<file path="config.mk">
export PLATFORM = sky130hd
export DESIGN_NAME = rsub_divider
export DESIGN_NICKNAME = d
export VERILOG_FILES = /design/src/rtl/rsub_pkg.sv /design/src/rtl/rsub_datapath.sv /design/src/rtl/rsub_divider.sv
export SDC_FILE = /design/constraint.sdc
export NUM_CORES = 1
export LEC_CHECK = 0
export CORE_MARGIN = 4
export CORE_UTILIZATION = 40
export CTS_BUF_LIST = sky130_fd_sc_hd__clkbuf_8
export CTS_CLUSTER_DIAMETER = 60
export DETAILED_ROUTE_END_ITERATION = 8
export PLACE_DENSITY = 0.77
export SLEW_MARGIN = 30
export SYNTH_ARGS = -nofsm -noshare
export SYNTH_HDL_FRONTEND = slang
export SYNTH_HIERARCHICAL = 1
export SYNTH_SLANG_ARGS = --single-unit
</file>
<file path="constraint.sdc">
create_clock -name clk -period 8.4 [get_ports clk]
set_input_delay 1.68 -clock clk [delete_from_list [all_inputs] [get_ports clk]]
set_output_delay 1.68 -clock clk [all_outputs]
set_load 0.03 [all_outputs]
</file>
<file path="src/rtl/rsub_pkg.sv">
// rtl/rsub_pkg.sv - shared width and controller state encoding for the repeated-subtraction divider.
package rsub_pkg;

  localparam int W = 16;

  typedef enum logic [1:0] {
    IDLE = 2'd0,
    RUN  = 2'd1,
    DONE = 2'd2
  } state_t;

endpackage

</file>
<file path="src/rtl/rsub_datapath.sv">
// rtl/rsub_datapath.sv - remainder/divisor/quotient registers with subtract, increment and compare.
module rsub_datapath
  import rsub_pkg::*;
(
  input  logic         clk,
  input  logic         rst,
  input  logic         load,
  input  logic         step,
  input  logic [W-1:0] dividend,
  input  logic [W-1:0] divisor,
  output logic [W-1:0] r,
  output logic [W-1:0] q,
  output logic         geq,
  output logic         dz
);

  logic [W-1:0] d;

  // step is only asserted while r >= d, so the subtract never borrows
  always_ff @(posedge clk) begin
    if (rst) begin
      r <= '0;
      d <= '0;
      q <= '0;
    end else if (load) begin
      r <= dividend;
      d <= divisor;
      q <= '0;
    end else if (step) begin
      r <= r - d;
      q <= q + W'(1);
    end
  end

  assign geq = (r >= d);
  assign dz  = (d == '0);

endmodule

</file>
<file path="src/rtl/rsub_divider.sv">
// rtl/rsub_divider.sv - start/done controlled unsigned divider by repeated subtraction.
module rsub_divider
  import rsub_pkg::*;
(
  input  logic         clk,
  input  logic         rst,
  input  logic         start,
  input  logic [W-1:0] dividend,
  input  logic [W-1:0] divisor,
  output logic [W-1:0] quotient,
  output logic [W-1:0] remainder,
  output logic         busy,
  output logic         done,
  output logic         div_by_zero
);

  state_t state, next_state;
  logic   load, step, set_dz;
  logic   geq, dz;

  rsub_datapath u_datapath (
    .clk      (clk),
    .rst      (rst),
    .load     (load),
    .step     (step),
    .dividend (dividend),
    .divisor  (divisor),
    .r        (remainder),
    .q        (quotient),
    .geq      (geq),
    .dz       (dz)
  );

  always_ff @(posedge clk) begin
    if (rst) begin
      state       <= IDLE;
      div_by_zero <= 1'b0;
    end else begin
      state <= next_state;
      if (load)
        div_by_zero <= 1'b0;
      else if (set_dz)
        div_by_zero <= 1'b1;
    end
  end

  // DONE accepts a new start exactly like IDLE so operations can run back to back
  always_comb begin
    next_state = state;
    load       = 1'b0;
    step       = 1'b0;
    set_dz     = 1'b0;
    case (state)
      IDLE, DONE: begin
        if (start) begin
          load       = 1'b1;
          next_state = RUN;
        end else begin
          next_state = IDLE;
        end
      end
      RUN: begin
        if (dz) begin
          set_dz     = 1'b1;
          next_state = DONE;
        end else if (geq) begin
          step = 1'b1;
        end else begin
          next_state = DONE;
        end
      end
      default: next_state = IDLE;
    endcase
  end

  assign busy = (state == RUN);
  assign done = (state == DONE);

endmodule
</file>
Word-level counts from Yosys, hierarchy flattened
Cells that the tools add are included.
{"block": "totals", "wordCells": 29, "register_bits": 51, "output_inout_bits": 35, "inputBits": 35}
{"block": "op_classes", "eq_ne": 3, "add_sub_neg": 2, "magnitude_cmp": 1, "reduce_logical": 5, "muxes": 13}
{"operator": "16-bit two-way mux", "count": 2}
{"operator": "16-bit by 1-bit adder with 16-bit output, second input constant", "count": 1}
{"operator": "16-bit greater-or-equal comparator", "count": 1}
{"operator": "16-bit logical NOT", "count": 1}
{"operator": "16-bit subtractor", "count": 1}
{"operator": "1-bit two-way mux", "count": 8}
{"operator": "2-bit two-way mux", "count": 2}
{"operator": "2-bit one-hot mux with 2 select lines", "count": 1}
{"operator": "2-bit OR reduction", "count": 2}
{"operator": "3-bit by 2-bit != test with 1-bit output, second input constant", "count": 1}
{"operator": "2-bit by 1-bit equality test with 1-bit output, second input constant", "count": 1}
{"operator": "2-bit equality test, second input constant", "count": 1}
{"operator": "2-bit logical NOT", "count": 1}
{"operator": "2-bit nonzero test", "count": 1}

Longest topological paths before layout
{"block": "logic_depth", "depth_word": 6, "ltp_mapped": 16, "depth_no_buf": 16}

Cells and area by module
Netlist, hierarchy kept.
{"module": "rsub_datapath", "seq_area_each_um2": 960.9, "area_per_inst_um2": 2778.9, "instances": 1, "cells_per_inst": 328}
{"module": "rsub_divider", "seq_area_each_um2": 60.1, "area_per_inst_um2": 147.6, "instances": 1, "cells_per_inst": 14}

Least setup slack after synthesis
Ideal clock, no wire load.
{"block": "synth_timing", "kind": "reg2reg", "startpoint": "register u_datapath.r[0]", "endpoint": "register u_datapath.q[13]", "required_ps": 8272, "slack_ps": 5089, "stages_incl_launch_ff": 17, "n_path_buf": 1, "period_less_slack_ps": 3311, "setup_time_ps": 128, "arrival_time_ps": 3183, "cell_sequence": "dfxtp_1 inv_1 ha_1 fa_1 nor2b_1 o21bai_2 a211oi_1 or3_4 nor4_2 o21bai_1 and4bb_1 buf_2 nand4_1 nor3_1 nand3_1 xor2_1 nor2_1"}
{"block": "synth_via", "elab_chain_len": 4}
{"item": "start, declared", "line": "rsub_datapath.sv:11", "rtl": "output logic [W-1:0] r,"}
{"item": "start signal, assigned", "line": "rsub_datapath.sv:26", "rtl": "r <= dividend;"}
{"item": "start signal, assigned", "line": "rsub_datapath.sv:30", "rtl": "r <= r - d;"}
{"item": "16-bit greater-or-equal comparator", "line": "rsub_datapath.sv:35", "rtl": "assign geq = (r >= d);"}
{"item": "via geq", "line": "rsub_divider.sv:19", "rtl": "logic geq, dz;"}
{"item": "1-bit two-way mux", "line": "rsub_divider.sv:66", "rtl": "end else if (geq) begin"}
{"item": "1-bit two-way mux", "line": "rsub_divider.sv:63", "rtl": "if (dz) begin"}
{"item": "1-bit two-way mux", "line": "rsub_divider.sv:53", "rtl": "case (state)"}
{"item": "via step", "line": "rsub_divider.sv:18", "rtl": "logic load, step, set_dz;"}
{"item": "end signal, assigned", "line": "rsub_datapath.sv:31", "rtl": "q <= q + W'(1);"}
{"item": "end, declared", "line": "rsub_datapath.sv:12", "rtl": "output logic [W-1:0] q,"}
The timed path passes the listed nets, and every way through them passes these cells.
A chain may end at the register's enable or synchronous reset.

Final worst setup path
{"block": "layout_timing", "startpoint": "register u_datapath.r[0]", "endpoint": "register u_datapath.q[15]"}
Same word-level chain as after synthesis.

==> metrics <==
result of the run complete, no violations; Synth top cells by count 53 x sky130_fd_sc_hd__nor2_1, 51 x sky130_fd_sc_hd__dfxtp_1, 20 x sky130_fd_sc_hd__inv_1, 20 x sky130_fd_sc_hd__mux2i_1, 17 x sky130_fd_sc_hd__ha_1; Layout Area Growth over Synthesis 31.1%; maximum VDD drop approximately 0.092 mV; antenna violations before repair 0; H-tree depth reported by CTS 2; dpl cells between 400 and 500; cell breakdown of the critical path inv_1 > ha_1 > fa_1 > nor2b_1 > o21bai_2 > a211oi_1 > or3_4 > nor4_2 > o21bai_1 > and4bb_1 > nand4_1 > nor3_1 > nand3_1 > xor2_1 > nor2_1; Post-CTS Setup Bufs 0; cell count after synthesis 342; effective utilization at floorplan 42.1%; kind of launch point of the worst setup path flip-flop; met2 track demand over resource 27.8%; delay-heaviest family, CP simple AND/OR/NAND/NOR gates; DRC errors left 0; Post-synth EDFFs 0; period utilization approximately 48%; final core utilization between 50 and 60%; routed via count about 2.7k; Clock Root Buffer sky130_fd_sc_hd__clkbuf_8; proportion of netlist area held by the largest area contributor a little over a third; vias in the first global route ~2.6k; Slowest-stage cell, CP sky130_fd_sc_hd__and4bb_1; buffering stage count on the worst path with inverters included 1; count leader, synth sky130_fd_sc_hd__nor2_1; initial drt markers 94; Longest Clk Path Bufs 2; unrepaired setup endpoints after global routing no; delay of the slowest cell on the worst path 0.77 ns; count of final setup violators 0; most used flip-flop cell after synthesis sky130_fd_sc_hd__dfxtp_1; maximum clock skew at final layout 0.00995 ns; syn nets about 400; post-cts hold buffer count 0; transition time at the pin with the least slew margin between 0.8 and 0.9 ns; first drt pass iteration count 4; Slew headroom 45.2%; crit path max fanout 21; remaining global-route overflow 0; minimum clock period after layout a little over 4 ns; CTS clk-pin slew, worst paths 0.10 ns; chip width around 94 um; Global Route Usage Sum approximately 17%; GR Util met1 22.1%; CTS tree built; clock insertion delay at the later pin of the skew report between 0.3 and 0.4 ns; sort of element at the end of the critical path flip-flop; net count of the finished layout about 460; cell area after layout 3840 um^2; GRT busiest layer met2; Cell Pwr Density about 190 nW/um^2; worst path required time 8.59 ns; Max Cap Violations 0; maximum frequency from static timing analysis about 0.25 GHz; half-perimeter wire length after detailed placement around 5600 um; final slew viol count 0; #FFs+latches synth just over 50; wire per inst roughly 15 um; leakage power about 1.4 nW; most area-hungry cell type in the Yosys netlist sky130_fd_sc_hd__dfxtp_1; layout cells sized above 1 5.65%; Hold Violations, Final 0; placement row count 30; class of the tightest hold or removal check reg -> reg; top cells by area, synth sky130_fd_sc_hd__dfxtp_1 35%, sky130_fd_sc_hd__ha_1 7.3%, sky130_fd_sc_hd__mux2i_1 6.8%, sky130_fd_sc_hd__nor2_1 6.8%, sky130_fd_sc_hd__xor2_1 4.2%; Worst Min Path Start div_by_zero$_SDFFE_PP0P_; number of synthesis warnings 6; clock buffer count from CTS 5; area of the mapped netlist slightly below 3000 um^2; standard cell area after detailed placement 3700 um^2; global routing usage on met3 between 4 and 5%; port buffer count just under 70; Worst setup startpoint u_datapath/r[0]$_SDFFE_PP0P_; post_cts resized 0; clock sink total 51; syn_area_per_cell around 8.6 um^2; Antenna Violating Nets Remaining 0; count of placed standard cells in the final layout, fillers left out between 500 and 600; Distinct cells, synth 55; first-pass GRT wire length 12200 um; start-to-end type of the worst setup path reg -> reg; Total Die Area between 8000 and 9000 um^2; Via density 5.40; post-synthesis async set-or-reset flop share 0%; Crit Reg-Reg Startpoint u_datapath/r[0]$_SDFFE_PP0P_; vertical die dimension around 94 um; overall routed net length between 7000 and 8000 um; sequential area share after synthesis a little over a third; area of the placeable core approximately 7000 um^2; data arrival time at the worst-slack endpoint about 4.2 ns; count of boundary I/O pins 70; maximum number of pins on one net before global-route repair 37; number of diodes added for antenna fixing 0; GPL Wtd Cong 0.952; Setup Total Neg Slack 0 ns
## cells by family (layout without fill, tap and decap cells)
family	after synthesis	after routing	synth area share, %
DFF	51	51	34.9
and+or+nand+nor	118	118	20.2
AOI/OAI and AO/OA	77	77	18.6
adders and majority gates	18	18	7.95
xor gates and xnor gates	23	23	6.88
muxes	20	20	6.84
buffers and inverters	35	100	4.70
## area by class of cell
cell class                      count  area, um^2
Tap cell                           96         120
Clock inverter                      3        67.6
Clock buffer                        5        68.8
Inverter                           21        78.8
Fill cell                         642        3110
Multi-Input combinational cell    256        1780
Timing Repair Buffer               71         706
Sequential cell                    51        1020
## layout by cell type (no fill, tap or decap), types with 10 or more instances in the layout
| cell type | netlist | routed |
|---|---|---|
| sky130_fd_sc_hd__xor2_1 | 14 | 14 |
| sky130_fd_sc_hd__nand2_1 | 14 | 14 |
| sky130_fd_sc_hd__ha_1 | 17 | 17 |
| sky130_fd_sc_hd__inv_1 | 20 | 20 |
| sky130_fd_sc_hd__mux2i_1 | 20 | 20 |
| sky130_fd_sc_hd__dfxtp_1 | 51 | 51 |
| sky130_fd_sc_hd__a211oi_1 | 10 | 10 |
| sky130_fd_sc_hd__nor2_1 | 53 | 53 |
| sky130_fd_sc_hd__clkdlybuf4s50_1 | 0 | 69 |
| sky130_fd_sc_hd__a21oi_1 | 13 | 13 |
## path summary, 6_finish.rpt
| check | to | slack (ns) | cells past startpoint |
|---|---|---|---|
| max | u_datapath/q[15]$_SDFFE_PP0P_ | 4.37 | 15 |
| min | div_by_zero$_SDFFE_PP0P_ | 0.51 | 2 |
| max reg2reg | u_datapath/q[15]$_SDFFE_PP0P_ | 4.37 | 15 |
| min reg2reg | div_by_zero$_SDFFE_PP0P_ | 0.51 | 2 |
## power by group
| part | leakage (nW) | total (W) | internal, W | switching [W] |
|---|---|---|---|---|
| clock | 0.0644 | 0.000202 | 0.000119 | 0.0000828 |
| sequential | 0.417 | 0.000272 | 0.000257 | 0.0000146 |
| combinational | 0.961 | 0.000274 | 0.000125 | 0.000149 |
## state kept, by name, summed over array words and instances, names as in the netlist
| signal | flops |
|---|---|
| state | 2 |
| div_by_zero | 1 |
| u_datapath/r | 16 |
| u_datapath/q | 16 |
| u_datapath/d | 16 |
## worst min-delay path, stage by stage (launching register included)
cell and delay, ns:
sky130_fd_sc_hd__dfxtp_1 0.33, sky130_fd_sc_hd__nand2_1 0.06, sky130_fd_sc_hd__a31oi_1 0.07
## through the flow
stage	hold WS, ns	setup WS (ns)	total power (W)
floorplan	0.483	5.09	0.000471
global placement	0.488	4.36	0.000543
finish	0.514	4.37	0.000747
CTS	0.518	4.43	0.000753
detailed placement	0.504	4.35	0.000547
global route	0.548	4.12	0.000787
## per-layer routing
| metal | share of wire [%] | vias up |
|---|---|---|
| met3 | 7.5 | 10 |
| li1 | - | 1343 |
| met1 | 45 | 1265 |
| met5 | 0 | - |
| met2 | 46 | 100 |
| met4 | 1.1 | 0 |
No activity file was read; power rests on OpenSTA's default activity.
